==> config.mk <==
export PLATFORM = sky130hd
export DESIGN_NAME = datapath_sequencer
export DESIGN_NICKNAME = d
export VERILOG_FILES = /design/src/rtl/datapath_pkg.sv /design/src/rtl/seq_decode.sv /design/src/rtl/datapath_sequencer.sv
export SDC_FILE = /design/constraint.sdc
export NUM_CORES = 1
export LEC_CHECK = 0
export BUFFER_PORTS_ARGS = -buffer_cell sky130_fd_sc_hd__clkbuf_2
export CORE_ASPECT_RATIO = 0.7
export CORE_MARGIN = 4
export CORE_UTILIZATION = 52
export CTS_CLUSTER_SIZE = 40
export DETAILED_ROUTE_END_ITERATION = 8
export PLACE_DENSITY = 0.85
export SYNTH_ARGS = -nofsm -noshare
export SYNTH_HDL_FRONTEND = slang
export SYNTH_SLANG_ARGS = --single-unit
==> constraint.sdc <==
create_clock -name clk -period 3.7 [get_ports clk]
set_input_delay 0.185 -clock clk [delete_from_list [all_inputs] [get_ports clk]]
set_output_delay 0.185 -clock clk [all_outputs]
set_load 0.05 [all_outputs]
==> src/rtl/datapath_pkg.sv <==
// -----------------------------------------------------------------------------
// datapath_pkg
// Shared definitions for the datapath sequencer. It holds the op codes, the
// sequencer state enumeration, the ALU function-select (fs) codes, the
// instruction field positions and the control word that the decoder produces.
// Instruction layout: {op[31:28], rd[27:23], rn[22:18], rm[17:13], imm[12:0]}.
// -----------------------------------------------------------------------------
package datapath_pkg;

  localparam int INSTR_W = 32;
  localparam int K_W     = 64;
  localparam int ADDR_W  = 5;
  localparam int FS_W    = 5;

  // Field bit positions.
  localparam int OP_MSB  = 31;
  localparam int OP_LSB  = 28;
  localparam int RD_MSB  = 27;
  localparam int RD_LSB  = 23;
  localparam int RN_MSB  = 22;
  localparam int RN_LSB  = 18;
  localparam int RM_MSB  = 17;
  localparam int RM_LSB  = 13;
  localparam int IMM_MSB = 12;
  localparam int IMM_LSB = 0;
  localparam int IMM_W   = IMM_MSB - IMM_LSB + 1;

  // Op codes; 9..15 are illegal.
  localparam logic [3:0] OP_ADD  = 4'd0;
  localparam logic [3:0] OP_SUB  = 4'd1;
  localparam logic [3:0] OP_AND  = 4'd2;
  localparam logic [3:0] OP_ORR  = 4'd3;
  localparam logic [3:0] OP_ADDI = 4'd4;
  localparam logic [3:0] OP_SUBI = 4'd5;
  localparam logic [3:0] OP_LDR  = 4'd6;
  localparam logic [3:0] OP_STR  = 4'd7;
  localparam logic [3:0] OP_MOVI = 4'd8;

  // ALU function-select encoding.
  localparam logic [FS_W-1:0] FS_AND = 5'b00000;
  localparam logic [FS_W-1:0] FS_ORR = 5'b00100;
  localparam logic [FS_W-1:0] FS_ADD = 5'b01000;
  localparam logic [FS_W-1:0] FS_SUB = 5'b01001;

  // Register 31 reads as zero.
  localparam logic [ADDR_W-1:0] XZR = 5'd31;

  typedef enum logic [1:0] {
    ST_IDLE = 2'd0,
    ST_EXEC = 2'd1,
    ST_MEM  = 2'd2
  } state_e;

  // Full datapath control word, one per cycle.
  typedef struct packed {
    logic [K_W-1:0]    k;
    logic [ADDR_W-1:0] reg_addr;
    logic [ADDR_W-1:0] a_addr;
    logic [ADDR_W-1:0] b_addr;
    logic [FS_W-1:0]   fs;
    logic              reg_w;
    logic              b_sel;
    logic              b_en;
    logic              alu_en;
    logic              mem_en;
    logic              chip_sel;
    logic              mem_w;
    logic              mem_r;
    logic              stat_en;
    logic              c0;
    logic              illegal;
  } ctrl_t;

  function automatic logic [3:0] f_op(input logic [INSTR_W-1:0] i);
    return i[OP_MSB:OP_LSB];
  endfunction

  function automatic logic [ADDR_W-1:0] f_rd(input logic [INSTR_W-1:0] i);
    return i[RD_MSB:RD_LSB];
  endfunction

  function automatic logic [ADDR_W-1:0] f_rn(input logic [INSTR_W-1:0] i);
    return i[RN_MSB:RN_LSB];
  endfunction

  function automatic logic [ADDR_W-1:0] f_rm(input logic [INSTR_W-1:0] i);
    return i[RM_MSB:RM_LSB];
  endfunction

  function automatic logic [IMM_W-1:0] f_imm(input logic [INSTR_W-1:0] i);
    return i[IMM_MSB:IMM_LSB];
  endfunction

  // Loads and stores need the extra MEM cycle.
  function automatic logic op_is_mem(input logic [3:0] op);
    return (op == OP_LDR) || (op == OP_STR);
  endfunction

  // fs for the arithmetic/logic ops; everything else adds.
  function automatic logic [FS_W-1:0] alu_fs(input logic [3:0] op);
    case (op)
      OP_SUB, OP_SUBI: return FS_SUB;
      OP_AND:          return FS_AND;
      OP_ORR:          return FS_ORR;
      default:         return FS_ADD;
    endcase
  endfunction

endpackage

==> src/rtl/seq_decode.sv <==
// -----------------------------------------------------------------------------
// seq_decode
// Purely combinational op-to-control-word decoder. Given the phase the
// sequencer is about to enter and the instruction being executed, it returns
// the control word for that cycle. Any phase other than EXEC/MEM yields an
// all-zero word.
//
// Optional feature: `SEQ_FLAG_SET_EN. When defined, ADD/SUB with imm[0]=1
// become ADDS/SUBS and raise stat_en in EXEC; otherwise stat_en is tied 0.
//
// Ports:
//   phase_i  state whose control word is requested (the next state)
//   instr_i  instruction word
//   ctrl_o   control word for that state
// -----------------------------------------------------------------------------
module seq_decode
  import datapath_pkg::*;
(
  input  state_e             phase_i,
  input  logic [INSTR_W-1:0] instr_i,
  output ctrl_t              ctrl_o
);

  logic [3:0]        op;
  logic [ADDR_W-1:0] rd;
  logic [ADDR_W-1:0] rn;
  logic [ADDR_W-1:0] rm;
  logic [IMM_W-1:0]  imm;
  logic [K_W-1:0]    imm_k;

  assign op    = f_op(instr_i);
  assign rd    = f_rd(instr_i);
  assign rn    = f_rn(instr_i);
  assign rm    = f_rm(instr_i);
  assign imm   = f_imm(instr_i);
  assign imm_k = {{(K_W-IMM_W){1'b0}}, imm};

  always_comb begin
    ctrl_o = '0;
    case (phase_i)
      ST_EXEC: begin
        case (op)
          OP_ADD, OP_SUB, OP_AND, OP_ORR: begin
            ctrl_o.a_addr   = rn;
            ctrl_o.b_addr   = rm;
            ctrl_o.fs       = alu_fs(op);
            ctrl_o.alu_en   = 1'b1;
            ctrl_o.reg_w    = 1'b1;
            ctrl_o.reg_addr = rd;
`ifdef SEQ_FLAG_SET_EN
            // ADDS/SUBS: imm[0] requests a flag update alongside the op.
            if ((op == OP_ADD || op == OP_SUB) && imm[0]) begin
              ctrl_o.stat_en = 1'b1;
            end
`else
            ctrl_o.stat_en  = 1'b0;
`endif
          end
          OP_ADDI, OP_SUBI: begin
            ctrl_o.a_addr   = rn;
            ctrl_o.b_addr   = rm;
            ctrl_o.b_sel    = 1'b1;
            ctrl_o.k        = imm_k;
            ctrl_o.fs       = alu_fs(op);
            ctrl_o.alu_en   = 1'b1;
            ctrl_o.reg_w    = 1'b1;
            ctrl_o.reg_addr = rd;
          end
          OP_MOVI: begin
            // rd = XZR + imm
            ctrl_o.a_addr   = XZR;
            ctrl_o.b_sel    = 1'b1;
            ctrl_o.k        = imm_k;
            ctrl_o.fs       = FS_ADD;
            ctrl_o.alu_en   = 1'b1;
            ctrl_o.reg_w    = 1'b1;
            ctrl_o.reg_addr = rd;
          end
          OP_LDR, OP_STR: begin
            // Address generation: rn + imm, latched by the memory stage.
            ctrl_o.a_addr = rn;
            ctrl_o.b_sel  = 1'b1;
            ctrl_o.k      = imm_k;
            ctrl_o.fs     = FS_ADD;
            ctrl_o.alu_en = 1'b1;
            ctrl_o.mem_en = 1'b1;
          end
          default: begin
            ctrl_o.illegal = 1'b1;
          end
        endcase
      end
      ST_MEM: begin
        if (op == OP_LDR) begin
          ctrl_o.chip_sel = 1'b1;
          ctrl_o.mem_r    = 1'b1;
          ctrl_o.reg_w    = 1'b1;
          ctrl_o.reg_addr = rd;
        end else if (op == OP_STR) begin
          // Store data comes from rd through the B port onto the d-bus.
          ctrl_o.b_addr = rd;
          ctrl_o.b_en   = 1'b1;
          ctrl_o.mem_w  = 1'b1;
        end
      end
      default: begin
        ctrl_o = '0;
      end
    endcase
    // Carry-in is the +1 of the two's-complement subtract.
    ctrl_o.c0 = ctrl_o.alu_en && (ctrl_o.fs == FS_SUB);
  end

endmodule

==> src/rtl/datapath_sequencer.sv <==
// -----------------------------------------------------------------------------
// datapath_sequencer
// Moore FSM (IDLE -> EXEC [-> MEM] -> IDLE) that issues one registered
// datapath control word per cycle. An instruction is accepted when
// instr_valid and instr_ready are high at a rising edge; ALU/MOVI/illegal ops
// occupy one EXEC cycle, LDR/STR add a MEM cycle. Every output is a flop; the
// word for the coming state is decoded one cycle ahead from that state.
//
// Optional feature: `SEQ_FLAG_SET_EN (see seq_decode) enables ADDS/SUBS.
//
// Ports:
//   clk, rst                 clock, asynchronous active-low reset
//   instr, instr_valid       instruction and its valid
//   instr_ready              high only in IDLE
//   status                   datapath flags {v, c, n, z, z_imm}
//   k, reg_addr, a_addr, b_addr, fs, reg_w, b_sel, b_en, alu_en, mem_en,
//   chip_sel, mem_w, mem_r, stat_en, c0   datapath control word
//   busy                     high in EXEC and MEM
//   illegal                  one-cycle pulse in EXEC for op 9..15
// -----------------------------------------------------------------------------
module datapath_sequencer
  import datapath_pkg::*;
(
  input  logic               clk,
  input  logic               rst,
  input  logic [INSTR_W-1:0] instr,
  input  logic               instr_valid,
  output logic               instr_ready,
  input  logic [4:0]         status,
  output logic [K_W-1:0]     k,
  output logic [ADDR_W-1:0]  reg_addr,
  output logic [ADDR_W-1:0]  a_addr,
  output logic [ADDR_W-1:0]  b_addr,
  output logic [FS_W-1:0]    fs,
  output logic               reg_w,
  output logic               b_sel,
  output logic               b_en,
  output logic               alu_en,
  output logic               mem_en,
  output logic               chip_sel,
  output logic               mem_w,
  output logic               mem_r,
  output logic               stat_en,
  output logic               c0,
  output logic               busy,
  output logic               illegal
);

  state_e             state_q, state_d;
  logic [INSTR_W-1:0] instr_q, instr_d;
  ctrl_t              ctrl_q, ctrl_d;
  ctrl_t              dec_ctrl;
  logic               ready_q, ready_d;
  logic               busy_q, busy_d;
  logic               transfer;
  logic [INSTR_W-1:0] dec_instr;

  // The flags are consumed by the datapath itself when stat_en is raised;
  // the sequencer never branches on them.
  logic unused_status;
  assign unused_status = ^status;

  assign transfer = instr_valid && ready_q;

  // In IDLE the word being decoded is the one arriving on the bus; afterwards
  // it is the latched copy.
  assign dec_instr = (state_q == ST_IDLE) ? instr : instr_q;
  assign instr_d   = transfer ? instr : instr_q;

  seq_decode u_decode (
    .phase_i (state_d),
    .instr_i (dec_instr),
    .ctrl_o  (dec_ctrl)
  );

  // State and output registers.
  always_ff @(posedge clk or negedge rst) begin
    if (!rst) begin
      state_q <= ST_IDLE;
      instr_q <= '0;
      ctrl_q  <= '0;
      ready_q <= 1'b1;
      busy_q  <= 1'b0;
    end else begin
      state_q <= state_d;
      instr_q <= instr_d;
      ctrl_q  <= ctrl_d;
      ready_q <= ready_d;
      busy_q  <= busy_d;
    end
  end

  // Next-state logic.
  always_comb begin
    state_d = state_q;
    case (state_q)
      ST_IDLE: if (transfer) state_d = ST_EXEC;
      ST_EXEC: state_d = op_is_mem(f_op(instr_q)) ? ST_MEM : ST_IDLE;
      ST_MEM:  state_d = ST_IDLE;
      default: state_d = ST_IDLE;
    endcase
  end

  // Output logic: the word for the state being entered.
  always_comb begin
    ctrl_d  = dec_ctrl;
    ready_d = (state_d == ST_IDLE);
    busy_d  = (state_d != ST_IDLE);
  end

  assign instr_ready = ready_q;
  assign busy        = busy_q;
  assign k           = ctrl_q.k;
  assign reg_addr    = ctrl_q.reg_addr;
  assign a_addr      = ctrl_q.a_addr;
  assign b_addr      = ctrl_q.b_addr;
  assign fs          = ctrl_q.fs;
  assign reg_w       = ctrl_q.reg_w;
  assign b_sel       = ctrl_q.b_sel;
  assign b_en        = ctrl_q.b_en;
  assign alu_en      = ctrl_q.alu_en;
  assign mem_en      = ctrl_q.mem_en;
  assign chip_sel    = ctrl_q.chip_sel;
  assign mem_w       = ctrl_q.mem_w;
  assign mem_r       = ctrl_q.mem_r;
  assign stat_en     = ctrl_q.stat_en;
  assign c0          = ctrl_q.c0;
  assign illegal     = ctrl_q.illegal;

endmodule

==> results.toml, run 1 <==
[logic_synthesis]
ys_seq_elements = 75
yosysWarnings = 0
synth_mux_area_share_pct = 14.3
ys_async_sr_fraction_pct = 100
synth_most_common_cell = "dfrtp_1"
netlist_area_um2 = 3490
synth_top_family_by_area = "multiplexers"
yosysUniqueCellTypes = 32
yosys.area_share.xor_xnor_pct = 0
synth_top_area_share_pct = 53.1
yosysSeqAreaShare_pct = 53.8
yosys.area.top_type = "dfrtp_1"
synth-simple-area-share_pct = 8.61
synth_edf_count = 0
synthTopCellsByCount = "dfrtp_1, buf_4, nand2_1"
synthTopCellsByArea = "dfrtp_1, buf_4, mux2_2, nand2_1, a21oi_1"
synth_top_flop_cell = "dfrtp_1"
synth_adder_area_share_pct = 1.08
avgSynthCellArea_um2 = 11.6
synth_compound_area_share_pct = 8.21
syn_inst = 302

[clock_network]
cts_htree_levels = 3
clkTransAtPathRegs_ps = 80
cts_resized = 0
cts_tree = "yes"
clock-sinks = 75
cts_max_path_buffers = 2
hold_buffers = 0
clk_latency_ps = 340
cts_root_buffer = "clkbuf_8"
post_cts_buffers = 0
cts_buffers = 9

[routing]
wire_per_inst_um = 14.2
first_pass_iters = 4
finalWirelength_um = 6730
drt_iter0_drc = 121
post-route-drc-count = 0
ant_nets = 0
viasPerCell = 4.77
vias = 2264

[critical_path]
cp.required_ps = 3890
path_buf_inv = 1
criticalPathCategory = "flip-flop to flip-flop"
critPathArrivalTime_ps = 2390
worst_setup_path_start_kind = "flip-flop"
end_kind = "flip-flop"
cp_max_fo = 15
r2r_slack_ps = 1510
cpPeakStageDelay_ps = 570
worstPathCellList = "or2_1, mux2_4, o21ai_2, inv_1"
cp_slowest_cell = "o21ai_2"
cp_top_family = "compound AO/OA/AOI/OAI gates"

[timing]
fin_hold_ws_ps = -26.7
rsz0062_at_grt = "false"
fin_tns_setup_ps = 0
finClkSkew_ps = 6.33
finalMaxSlewViolations = 0
period_share_pct = 59.3
slew_headroom_pct = 39.1
finalHoldViolations = 34
setup_viol = 0
tightest_slew_ps = 913
fin_crit_ps = 2190
max_freq_mhz = 456

[grt]
grt_overflow = 0
grt_pass1_wl_um = 11100
met2_usage_pct = 28.1
first_global_vias = 2291
grt_max_degree = 76
busiest_layer = "met2"
grt_util_all_layers_pct = 17.1
grt_use_met1_pct = 21.7
gr-usage-met3_pct = 5.17
antenna_found_initial = 0

[power]
swShare_pct = 37.5
seqPwrFrac_pct = 42.5
p_leak_nw = 2.07
ir_drop_uv = 301
p_int_mw = 1.54
pwr_density_cell_nw_per_um2 = 623
clkPwrFrac_pct = 25.6
pwr-share-comb_pct = 31.9
switching_power_uw = 923

[layout]
syn2layout_area_growth_pct = 13.1
fillCellCount = 548
seqCellArea_um2 = 1880
drive_gt1_share_pct = 35.4
design_area_um2 = 3950
insertedDiodeCount = 0
nNetsFinal = 422
multi_input_area_um2 = 1330

[die]
die_h_um = 76.5
die_area_um2 = 8110
start_util_pct = 54.8
coreArea_um2 = 6370
die_w_um = 106
io_pins = 137
rows = 24

[flow_run]
maxCapViolCount = 0

[hold_path]
min_path_type = "input port to async pin"

[placement]
place_area_um2 = 3740
gp_congestion = 0.818
dpl.hpwl_um = 4940
io_buffers = 77

[outcome]
violations = "negative hold slack"
status = "finished, violations left"
## power by group through the flow
stage	sequential [mW]	combinational [mW]	clock (mW)
4_1_cts	1.04	0.791	0.647
2_1_floorplan	1.19	0.525	0
6_report	1.05	0.785	0.629
3_5_place_dp	1.06	0.789	0
3_3_place_gp	1.05	0.775	0
5_1_grt	1.06	0.847	0.688
## placed cells by master (no fill, tap or decap)
cell and n:
o21ai_2 1, ha_1 3, mux2_4 1, nand3_1 2
nor4b_1 3, o311ai_4 1, buf_4 4, and3_1 5
o211ai_1 1, o21a_1 7, inv_6 1, clkinvlp_4 2
or2_1 1, nand2_1 38, or4_1 2, inv_1 4
o31ai_1 2, or2_2 1, and2_1 3, bufinv_16 1
clkinv_2 2, dfrtp_1 74, nor2_2 1, mux2i_1 10
mux2_2 34, conb_1 54, clkbuf_2 76, dfstp_2 1
nor2b_1 3, nand4_1 2, o22ai_1 5, a21o_1 2
and4_1 1, clkbuf_8 10, a21oi_1 26
## worst paths after layout
| kind | startpoint | endpoint | depth (start not counted) |
|---|---|---|---|
| max in group asynchronous | rst | instr_q[1]$_DFFE_PN0P_ | 1 |
| min in group clk | instr[7] | k[7]$_DFF_PN0_ | 3 |
| hold reg to reg | instr_q[4]$_DFFE_PN0P_ | instr_q[4]$_DFFE_PN0P_ | 1 |
| setup / recovery | state_q[0]$_DFF_PN0_ | b_sel$_DFF_PN0_ | 4 |
| setup reg to reg | state_q[0]$_DFF_PN0_ | b_sel$_DFF_PN0_ | 4 |
| hold / removal | rst | b_addr[2]$_DFF_PN0_ | 1 |
## through the flow
step,util (%),power [mW],cells,hold WS [ps],setup WS (ps)
global placement,58.8,1.82,459,367,1530
global route,62.0,2.60,475,47.7,1350
detailed placement,58.8,1.85,459,379,1500
finish,62.0,2.46,475,-26.7,1510
floorplan,-,1.72,355,-111,1420
CTS,62.0,2.48,475,2.33,1480
## logic make-up after synthesis
group	after synthesis
compound gates	45
fa+ha+maj	3
buf+inv	71
flops	75
mux	45
other cells	1
simple gates	62
## registers in the layout, indices dropped and copies added (netlist names), 2 cells and up
signal and flops:
a_addr 5, b_addr 5, fs 3, instr_q 32
k 13, reg_addr 5, state_q 2
## layout make-up
| cell class | instances | share of cell area, % |
|---|---|---|
| multi-input cells | 209 | 33.6 |
| clock buffers | 10 | 3.49 |
| repair buffers | 80 | 10.4 |
| inverters | 4 | 0.380 |
| clock inverters | 6 | 1.62 |
| flip-flops and latches | 75 | 47.6 |
| well taps | 91 | 2.89 |
## metal layers
metal  vias up  part of all wire, %  routed length (um)
met4         0                  1.2                  82
met2        86                   50                3360
met5         -                    0                   0
li1       1069                    -                   -
met3         8                  6.8                 460
met1      1101                   42                2830
Note: power is estimated with default switching activity, not from simulation.
==> run 2, diff against run 1 <==
--- a/config.mk
+++ b/config.mk
@@ -5,13 +5,14 @@
 export SDC_FILE = /design/constraint.sdc
 export NUM_CORES = 1
 export LEC_CHECK = 0
+export ABC_AREA = 1
 export BUFFER_PORTS_ARGS = -buffer_cell sky130_fd_sc_hd__clkbuf_2
 export CORE_ASPECT_RATIO = 0.7
 export CORE_MARGIN = 4
-export CORE_UTILIZATION = 52
+export CORE_UTILIZATION = 49
 export CTS_CLUSTER_SIZE = 40
 export DETAILED_ROUTE_END_ITERATION = 8
-export PLACE_DENSITY = 0.85
+export PLACE_DENSITY = 0.8
 export SYNTH_ARGS = -nofsm -noshare
 export SYNTH_HDL_FRONTEND = slang
 export SYNTH_SLANG_ARGS = --single-unit
==> constraint.sdc (replaced) <==
create_clock -name clk -period 2.2 [get_ports clk]
set_input_delay 0.11 -clock clk [delete_from_list [all_inputs] [get_ports clk]]
set_output_delay 0.11 -clock clk [all_outputs]
set_load 0.05 [all_outputs]
==> run 2 against run 1 <==
The run now ends clean. Combinational power up 53%. Sequential share of layout area down 1.9 points. Die area up 9.1%. Sequential cell count unchanged. Final cell count up 24%. Register-to-register slack worse by 1300 ps. Non-clock buffer count up 3. Global-route usage down 0.53 points. Core utilization down 2.8 points. Area after synthesis up 3.6%. Highest routed layer unchanged. Via count up 17%. Cell area up 4.1%.
==> results.toml, run 2 <==
[grt]
grt_overflow = 0
antenna_found_initial = 0
grt_max_degree = 76
grt_util_all_layers_pct = 16.6
grt_pass1_wl_um = 11800
first_global_vias = 2566

[flow_run]
maxCapViolCount = 0

[logic_synthesis]
synth_mux_area_share_pct = 0.311
synth_top_area_share_pct = 51.2
synth-simple-area-share_pct = 17.1
synthTopCellsByArea = "dfrtp_1, buf_4, nand2_1, o21ai_0, a21oi_1"
synth_adder_area_share_pct = 1.04
synth_compound_area_share_pct = 11.2
yosysSeqAreaShare_pct = 51.9
ys_seq_elements = 75
yosys.area.top_type = "dfrtp_1"
synth_most_common_cell = "nand2_1"
yosysWarnings = 0
yosys.area_share.xor_xnor_pct = 0
synth_top_family_by_area = "buffers and inverters"
ys_async_sr_fraction_pct = 100
avgSynthCellArea_um2 = 8.73
netlist_area_um2 = 3620
synthTopCellsByCount = "nand2_1, dfrtp_1, buf_4"
synth_top_flop_cell = "dfrtp_1"
synth_edf_count = 0
yosysUniqueCellTypes = 25
syn_inst = 414

[routing]
post-route-drc-count = 0
finalWirelength_um = 7110
drt_iter0_drc = 102
first_pass_iters = 4
ant_nets = 0
viasPerCell = 4.50
vias = 2651
wire_per_inst_um = 12.1

[layout]
final_cell_mix = "clkbuf_2, nand2_1, dfrtp_1"
final_core_util_pct = 59.2
design_area_um2 = 4110
largest_register_ffs = 32
layout_commonest_cell = "clkbuf_2"
drive_gt1_share_pct = 25.3
layout.cells.non_filler = 589
syn2layout_area_growth_pct = 13.6
regMostFlops = "instr_q"
insertedDiodeCount = 0
nNetsFinal = 533

[clock_network]
cts_root_buffer = "clkbuf_8"
cts_tree = "yes"
post_cts_buffers = 0
cts_buffers = 9
cts_max_path_buffers = 2
hold_buffers = 1
cts_resized = 0
cts_htree_levels = 3
clk_latency_ps = 340
clock-sinks = 75
clkTransAtPathRegs_ps = 80

[critical_path]
critPathArrivalTime_ps = 2190
cp.required_ps = 2410
reg2reg_depth = 7
cp_max_fo = 13
worst_setup_path_start_kind = "flip-flop"
criticalPathCategory = "flip-flop to flip-flop"
end_kind = "flip-flop"

[timing]
setup_viol = 0
finalMaxSlewViolations = 0
finalHoldViolations = 0
fin_ws_ps = 222
fin_tns_setup_ps = 0
period_share_pct = 89.9
tightest_slew_ps = 902
fin_hold_ws_ps = 24.2
finClkSkew_ps = 7.31
max_freq_mhz = 506
fin_crit_ps = 1980
slew_headroom_pct = 39.8
rsz0062_at_grt = "false"

[outcome]
status = "completed"

[hold_path]
worst_hold_path.num_cells = 3
min_path_type = "input port to flip-flop"

[placement]
post-place-ws_ps = 206
dp.cells = 572
place_area_um2 = 3870
io_buffers = 77
dpl.hpwl_um = 5220
gp_congestion = 0.837

[power]
ir_drop_uv = 414
pwr_density_cell_nw_per_um2 = 987
p_leak_nw = 2.26
power_mw = 4.05

[die]
die_area_um2 = 8840
coreArea_um2 = 6940
die_h_um = 79.9
rows = 25
io_pins = 137
start_util_pct = 52.1
die_w_um = 111
-- run 2: cell count changes in the layout (fill, tap and decap cells not counted), moves of 5 or more --
cell,previous run,this run
mux2_2,34,1
mux2i_1,10,0
nand2_1,38,75
o21a_1,7,0
and3_1,5,0
nand2_2,0,6
nand3_1,2,12
nor2_1,0,24
o21ai_0,0,43
nor2_2,1,14
a21oi_1,26,34
o22ai_1,5,0
inv_1,4,45
-- run 2: logic make-up (layout without fill, tap and decap cells) --
kind of cell	Yosys count	in the layout
compound gates	78	78
fa+ha+maj	3	3
buf+inv	117	145
flops	75	75
mux	1	1
other cells	1	54
simple gates	139	139
-- run 2: final timing paths --
| path | from | end | slack, ps |
|---|---|---|---|
| min | instr[15] | instr_q[15]$_DFFE_PN0P_ | 20 |
| max in group asynchronous | rst | k[2]$_DFF_PN0_ | 1170 |
| max | instr_q[31]$_DFFE_PN0P_ | k[1]$_DFF_PN0_ | 220 |
| max reg2reg | instr_q[31]$_DFFE_PN0P_ | k[1]$_DFF_PN0_ | 220 |
| min in group asynchronous | rst | a_addr[3]$_DFF_PN0_ | 460 |
| min reg2reg | instr_q[17]$_DFFE_PN0P_ | instr_q[17]$_DFFE_PN0P_ | 490 |
-- run 2: where the power goes --
part,total [mW],switching (mW),internal [mW]
registers,1.68,0.101,1.58
logic,1.20,0.934,0.264
clock network,1.17,0.504,0.669
-- run 2: metal layers --
metal / track usage, % / vias up / part of all wire, %
met4: 5.41 / 0 / 1.3
li1: - / 1334 / -
met5: 0 / - / 0
met1: 21.4 / 1219 / 45
met2: 27.3 / 90 / 47
met3: 4.62 / 8 / 6.1
-- run 2: cell type report --
class | count | area [um^2]
fillers | 625 | 2840
repair buffers | 83 | 435
clock inverters | 6 | 88.8
flip-flops and latches | 75 | 1880
multi-input cells | 275 | 1280
clock buffers | 10 | 138
well taps | 94 | 118
inverters | 46 | 173
-- run 2: critical path, cell delays in order, from the launching register on --
cell,delay [ps]
dfrtp_1,410
nor4_1,470
inv_1,120
ha_1,220
inv_1,230
nor2_4,70
inv_2,260
nor2_1,80
